**config.mk**
```make
export PLATFORM = sky130hd
export DESIGN_NAME = ula_arbitro_rr
export DESIGN_NICKNAME = d
export VERILOG_FILES = /design/src/rtl/ula_arbitro_rr.sv
export SDC_FILE = /design/constraint.sdc
export NUM_CORES = 1
export LEC_CHECK = 0
export ABC_AREA = 1
export CORE_MARGIN = 4
export CORE_UTILIZATION = 41
export CTS_CLUSTER_SIZE = 12
export DETAILED_ROUTE_END_ITERATION = 10
export HOLD_SLACK_MARGIN = 0.1
export PLACE_DENSITY_LB_ADDON = 0.25
export SLEW_MARGIN = 20
export SYNTH_ARGS = -nofsm -noshare
export SYNTH_HDL_FRONTEND = slang
export SYNTH_SLANG_ARGS = --single-unit
export TNS_END_PERCENT = 50
```
**constraint.sdc**
```tcl
create_clock -name Clock -period 1.85 [get_ports Clock]
set_clock_uncertainty 0.2 [all_clocks]
set_input_delay 0.185 -clock Clock [delete_from_list [all_inputs] [get_ports Clock]]
set_output_delay 0.185 -clock Clock [all_outputs]
set_load 0.05 [all_outputs]
```
**src/rtl/ula_arbitro_rr.sv**
```systemverilog
// ula_arbitro_rr: two-requester round-robin arbiter and sequencer for the shared,
// purely combinational ULA.
//
// Ports:
//   Clock, Reset          - system clock; synchronous active-high reset.
//   Req{0,1}_Valid/Ready  - operation request handshake per requester.
//   Req{0,1}_A/B/Sel      - operands and ULA operation code per requester.
//   Resp_Valid/Ready      - response handshake towards the consumer.
//   Resp_O/Overflow/Zero  - ULA result and flags captured during EXEC.
//   Resp_Id, Resp_Err     - issuing requester; operation code outside 0..7.
//   Ops_Count             - completed responses, wrapping.
//   ULA_A/B/Sel/Reset     - registered drive to the ULA.
//   ULA_O/Overflow/Zero   - ULA outputs.
module ula_arbitro_rr #(
    parameter int unsigned LARGURA = 6,
    parameter int unsigned SEL_W   = 4,
    parameter int unsigned CNT_W   = 8
) (
    input  logic               Clock,
    input  logic               Reset,
    input  logic               Req0_Valid,
    output logic               Req0_Ready,
    input  logic [LARGURA-1:0] Req0_A,
    input  logic [LARGURA-1:0] Req0_B,
    input  logic [SEL_W-1:0]   Req0_Sel,
    input  logic               Req1_Valid,
    output logic               Req1_Ready,
    input  logic [LARGURA-1:0] Req1_A,
    input  logic [LARGURA-1:0] Req1_B,
    input  logic [SEL_W-1:0]   Req1_Sel,
    output logic               Resp_Valid,
    input  logic               Resp_Ready,
    output logic [LARGURA-1:0] Resp_O,
    output logic               Resp_Overflow,
    output logic               Resp_Zero,
    output logic               Resp_Id,
    output logic               Resp_Err,
    output logic [CNT_W-1:0]   Ops_Count,
    output logic [LARGURA-1:0] ULA_A,
    output logic [LARGURA-1:0] ULA_B,
    output logic [SEL_W-1:0]   ULA_Sel,
    output logic               ULA_Reset,
    input  logic [LARGURA-1:0] ULA_O,
    input  logic               ULA_Overflow,
    input  logic               ULA_Zero
);

    localparam logic [1:0] OCIOSO = 2'd0;
    localparam logic [1:0] EXEC   = 2'd1;
    localparam logic [1:0] RESP   = 2'd2;

    logic [1:0]         state_q, state_d;
    logic               ultimo_q, ultimo_d;  // last granted requester
    logic [LARGURA-1:0] a_q, a_d, b_q, b_d;
    logic [SEL_W-1:0]   sel_q, sel_d;
    logic               id_q, id_d;
    logic [LARGURA-1:0] resp_o_q, resp_o_d;
    logic               resp_ov_q, resp_ov_d;
    logic               resp_zero_q, resp_zero_d;
    logic               resp_err_q, resp_err_d;
    logic [CNT_W-1:0]   ops_count_q, ops_count_d;
    logic               idle;

    // On a tie the requester that did not win last time is granted.
    assign idle       = (state_q == OCIOSO) && !Reset;
    assign Req0_Ready = idle && Req0_Valid && (!Req1_Valid || ultimo_q);
    assign Req1_Ready = idle && Req1_Valid && (!Req0_Valid || !ultimo_q);

    always_comb begin
        state_d     = state_q;
        ultimo_d    = ultimo_q;
        a_d         = a_q;
        b_d         = b_q;
        sel_d       = sel_q;
        id_d        = id_q;
        resp_o_d    = resp_o_q;
        resp_ov_d   = resp_ov_q;
        resp_zero_d = resp_zero_q;
        resp_err_d  = resp_err_q;
        ops_count_d = ops_count_q;
        case (state_q)
            OCIOSO: begin
                if (Req0_Ready || Req1_Ready) begin
                    a_d      = Req1_Ready ? Req1_A : Req0_A;
                    b_d      = Req1_Ready ? Req1_B : Req0_B;
                    sel_d    = Req1_Ready ? Req1_Sel : Req0_Sel;
                    id_d     = Req1_Ready;
                    ultimo_d = Req1_Ready;
                    state_d  = EXEC;
                end
            end
            EXEC: begin
                // ULA has settled on the registered operands during this cycle.
                resp_o_d    = ULA_O;
                resp_ov_d   = ULA_Overflow;
                resp_zero_d = ULA_Zero;
                resp_err_d  = (sel_q > SEL_W'(7));
                state_d     = RESP;
            end
            RESP: begin
                if (Resp_Ready) begin
                    ops_count_d = ops_count_q + CNT_W'(1);
                    state_d     = OCIOSO;
                end
            end
            default: state_d = OCIOSO;
        endcase
    end

    always_ff @(posedge Clock) begin
        if (Reset) begin
            state_q     <= OCIOSO;
            ultimo_q    <= 1'b1;
            a_q         <= '0;
            b_q         <= '0;
            sel_q       <= '0;
            id_q        <= 1'b0;
            resp_o_q    <= '0;
            resp_ov_q   <= 1'b0;
            resp_zero_q <= 1'b0;
            resp_err_q  <= 1'b0;
            ops_count_q <= '0;
        end else begin
            state_q     <= state_d;
            ultimo_q    <= ultimo_d;
            a_q         <= a_d;
            b_q         <= b_d;
            sel_q       <= sel_d;
            id_q        <= id_d;
            resp_o_q    <= resp_o_d;
            resp_ov_q   <= resp_ov_d;
            resp_zero_q <= resp_zero_d;
            resp_err_q  <= resp_err_d;
            ops_count_q <= ops_count_d;
        end
    end

    assign Resp_Valid    = (state_q == RESP);
    assign Resp_O        = resp_o_q;
    assign Resp_Overflow = resp_ov_q;
    assign Resp_Zero     = resp_zero_q;
    assign Resp_Id       = id_q;
    assign Resp_Err      = resp_err_q;
    assign Ops_Count     = ops_count_q;

    assign ULA_A     = a_q;
    assign ULA_B     = b_q;
    assign ULA_Sel   = sel_q;
    // Holding the ULA in reset outside EXEC parks it at O=0, Zero=1.
    assign ULA_Reset = Reset || (state_q != EXEC);

endmodule

```
# --- Word-level counts from Yosys, hierarchy flattened ---
# Index checks and enable logic that the tools add are counted.
# W data, S select, Z words.
op_classes:
  add_sub_neg: 1
  n_lt_le_gt_ge: 1
  n_eq_ne: 5
  mux: 6
  reduce_logical: 17
op_table:
  columns: ["operator", "count"]
  rows:
  - ["$mux W6", 2]
  - ["$add A8 B1 Y8 const B", 1]
  - ["$ne A2 B1 Y1 const B", 3]
  - ["$pmux W2 S3", 1]
  - ["$reduce_and A2 Y1", 3]
  - ["$logic_and A1 B1 Y1", 5]
  - ["$gt A4 B3 Y1 const B", 1]
  - ["$logic_not A1 Y1", 4]
  - ["$logic_or A1 B1 Y1", 4]
  - ["$mux W2", 2]
  - ["$mux W4", 1]
  - ["$eq A2 B1 Y1 const B", 1]
  - ["$eq A2 B2 Y1 const B", 1]
  - ["$logic_not A2 Y1", 1]
totals:
  reg_bits: 37
  input_bits: 45
  out_inout_bits: 38

# --- Logic depth before layout (Yosys ltp) ---
depth:
  ltp_word: 7
  ltp_mapped: 8

# --- Worst setup path before layout ---
# No wires, ideal clock.
synth_path:
  path_type: "reg-to-reg"
  from: "register state_q[1]"
  to: "register state_q[1]"
  setup_time_ns: 0.146
  t_arrival_ns: 1.368
  required_time_ns: 1.504
  setup_slack_ns: 0.136
  stages_incl_launch_ff: 6
  n_path_buf: 0
  path_cell_list: "dfxtp_1 > inv_1 > nand2_1 > clkinv_1 > nand2_1 > o31ai_1"
synth_via:
  elab_chain_len: 7
  word_cells_on_any_way: 13
synth_rtl:
  columns: ["item", "line", "source"]
  rows:
  - ["start: declaration", "52", "logic [1:0] state_q, state_d;"]
  - ["start signal: assignment", "124", "state_q <= state_d;"]
  - ["$logic_not A2 Y1", "65, 81", null]
  - ["$logic_and A1 B1 Y1", "65", "assign idle = (state_q == OCIOSO) && !Reset;"]
  - ["$logic_and A1 B1 Y1 (on tied branches) (2 in a row)", "66, 67", null]
  - ["$logic_or A1 B1 Y1", "83", "if (Req0_Ready || Req1_Ready) begin"]
  - ["$ne A2 B1 Y1 (no line)", null, null]
  - ["$reduce_and A2 Y1 (no line)", null, null]
# Parallel ways exist; a longest one is shown, timed or not.
# A chain may end at the register's enable or synchronous reset.

# --- Final worst setup path ---
layout_path:
  from: "register resp_o_q[2], in the netlist Resp_O[2]"
  to: "output port Resp_O[2]"
layout_rtl:
  columns: ["item", "line", "source"]
  rows:
  - ["start: declaration", "57", "logic [LARGURA-1:0] resp_o_q, resp_o_d;"]
  - ["start signal: assignment", "130", "resp_o_q <= resp_o_d;"]
  - ["end: declaration", "33", "output logic [LARGURA-1:0] Resp_O,"]
# No word-level cell between the ends.

==> run summary <==
Vias - 1907
Tcrit/Tclk final - 97.4%
setup repair bufs after CTS - 0
area of the mapped netlist - 1840 um^2
DRT Pass-1 Iters - 4
distinct cell type count after synthesis - 26
area share of the largest cell type after synthesis - 40.3%
worst skew pair latency - 280 ps
CTS H-tree depth - 2
clock root cell - clkbuf_8
Starting Density - 42.2%
yosys warns - 0
RR Startpoint - Ops_Count[0]$_SDFFE_PP0P_
Clock Sinks - 37
die height - 75.0 um
placed cell count - 406
Design Area, Final - 2850 um^2
GPL Wtd Cong - 0.798
core region area - 4350 um^2
first-pass GRT wire length - 7.32 mm
Final ANT Viol Nets - 0
largest net degree at the start of global routing - 19
total track usage - 16.7%
CTS tree - built
count of mapped cells out of synthesis - 270
Yosys reg bits - 37
Rows - 24
Die Span X - 75.0 um
Final #Nets - 407
synthesis-to-finish area growth - 55.0%
Pins Over Slew Limit - 0
fin util - 65.5%
antenna violations before repair - 0
Via density - 4.61
max-cap violations - 0
DRT iter0 DRCs - 65
hold path start - Resp_Id$_SDFFE_PP0P_
boundary pin count - 83
hpwl dp - 3.54 mm
CP endpoint kind - output port
final wirelength - 4.66 mm
syn_nets - 316
RSZ-0062 raised after global routing - no
area of placed instances - 2760 um^2
clk buf depth - 2
# diodes - 0
Setup crit start - Resp_O[2]$_SDFFE_PP0N_
number of global-route vias before repair - 1711
Fin Hold WS - 272 ps
leak pwr - 1.40 nW
Area contributors post-synth - dfxtp_1, nor2_1, nand2_1
crit path kind - reg2out
die area - 5620 um^2
Clock transition at path regs - 70 ps
VDD IR max - 0.000291 V
CP bufs+invs - 1
Max Fclk - 555 MHz
Slew headroom - 66.4%
Port Buffers - 82
crit-path leading delay family - buffers and inverters
Fin Setup TNS - 0 ps
Final Non-Filler Cells - 414
CTS Buf Count - 5
Tmin final - 1800 ps
status - complete, no violations
P per Cell Area - 776 nW/um^2
Req. time, crit path - 1460 ps
Final Hold Fails - 0
DRC Markers - 0
crit path max fanout - 2
Critical Path Start Type - register
crit-path cells - clkdlybuf4s50_1
layout cells sized above 1 - 16.3%
Seq/Total Area, Yosys - 40.3%
total grt overflow - 0
syn_area_per_cell - 6.81 um^2
Final setup viols - 0
top cell type by total area after synthesis - dfxtp_1
worst slew pin tran - 503 ps
CP peak stage delay - 800 ps
Max stage delay cell, worst path - clkdlybuf4s50_1
WL per Instance - 11.2 um
HP Class - reg2reg
Arr. time, crit path - 1420 ps
Hold Buf Count CTS - 0
## synthesized netlist by cell type (all sizes together)
library cell,number
a21oi,6
buf,10
clkinv,1
dfxtp,37
ha,1
inv,29
nand2,54
nand3,8
nand3b,16
nand4,3
nor2,76
o21a,1
o21ai,25
o31ai,1
xor2,2
## layer usage
metal | vias to the layer above | track usage [%] | part of all wire [%]
li1 | 1024 | - | -
met5 | - | 0 | 0
met4 | 0 | 4.15 | 0.56
met3 | 2 | 5.47 | 8.3
met1 | 821 | 20.4 | 43
met2 | 60 | 28.4 | 48
## repair_timing
action,CTS,global route
setup endpoints to repair,0,4
hold endpoints to repair,0,0
gates resized for setup,0,4
## through the flow
step | setup WS [ps] | power, mW
4_1_cts | 32.8 | 2.23
5_1_grt | 2.49 | 2.34
6_report | 49.0 | 2.21
3_5_place_dp | 78.0 | 1.70
2_1_floorplan | 136 | 1.39
3_3_place_gp | 100 | 1.69
## registers in the layout, summed over array words and instances, names as in the netlist
signal         count
Ops_Count          8
Resp_Err           1
Resp_Id            1
Resp_O             6
Resp_Overflow      1
Resp_Zero          1
ULA_A              6
ULA_B              6
ULA_Sel            4
state_q            2
ultimo_q           1
## where the power goes
group          total, mW  switching [mW]  internal [mW]  leakage, nW
Sequential         0.904          0.0387          0.866        0.304
Combinational      0.775           0.459          0.316         1.06
Clock              0.532           0.271          0.261       0.0450
Total               2.21           0.768           1.44         1.40
## final cells by class
cell class,count,area [um^2]
clock inverter,2,10.0
sequential,37,742
tap,52,65.1
clock buffer,6,72.6
multi-input combinational,193,927
timing repair buffer,94,921
fill,408,1500
inverter,30,113
## logic make-up after synthesis
group,after synthesis,share of synthesized area (%)
buffers and inverters,40,9.46
and+or+nand+nor,157,38.8
xor gates and xnor gates,2,0.953
adders and majority gates,1,0.680
AOI/OAI and AO/OA,33,9.86
DFF,37,40.3
## worst register-to-register path, stage by stage (launching register included)
cell and delay, ps:
dfxtp_1 390, ha_1 200, nand4_1 160, nor2_1 260
nand3_1 110, nand2_1 70, nor2_1 30
## cell usage in the layout, fill, tap and decap left out, types with 2 or more instances in the layout
cell type / n
buf_12: 6
nand3b_1: 15
dfxtp_1: 36
nand3_1: 8
nand2_1: 50
o21ai_1: 2
inv_1: 27
dlymetal6s2s_1: 2
clkbuf_8: 5
nor2_1: 74
xor2_1: 2
clkdlybuf4s50_1: 52
nand4_1: 2
nand2_2: 2
o21ai_0: 23
nand2_4: 2
buf_4: 34
clkinv_2: 2
inv_2: 2
a21oi_1: 5
## path summary, 6_finish.rpt
check | endpoint | slack [ps] | cells after the start
worst max-delay path | Resp_O[2] | 50 | 1
worst min-delay path | Resp_Id$_SDFFE_PP0P_ | 270 | 2
worst max register to register | Ops_Count[6]$_SDFFE_PP0P_ | 330 | 6
worst min register to register | Resp_Id$_SDFFE_PP0P_ | 270 | 2
No activity file was read; power rests on OpenSTA's default activity.
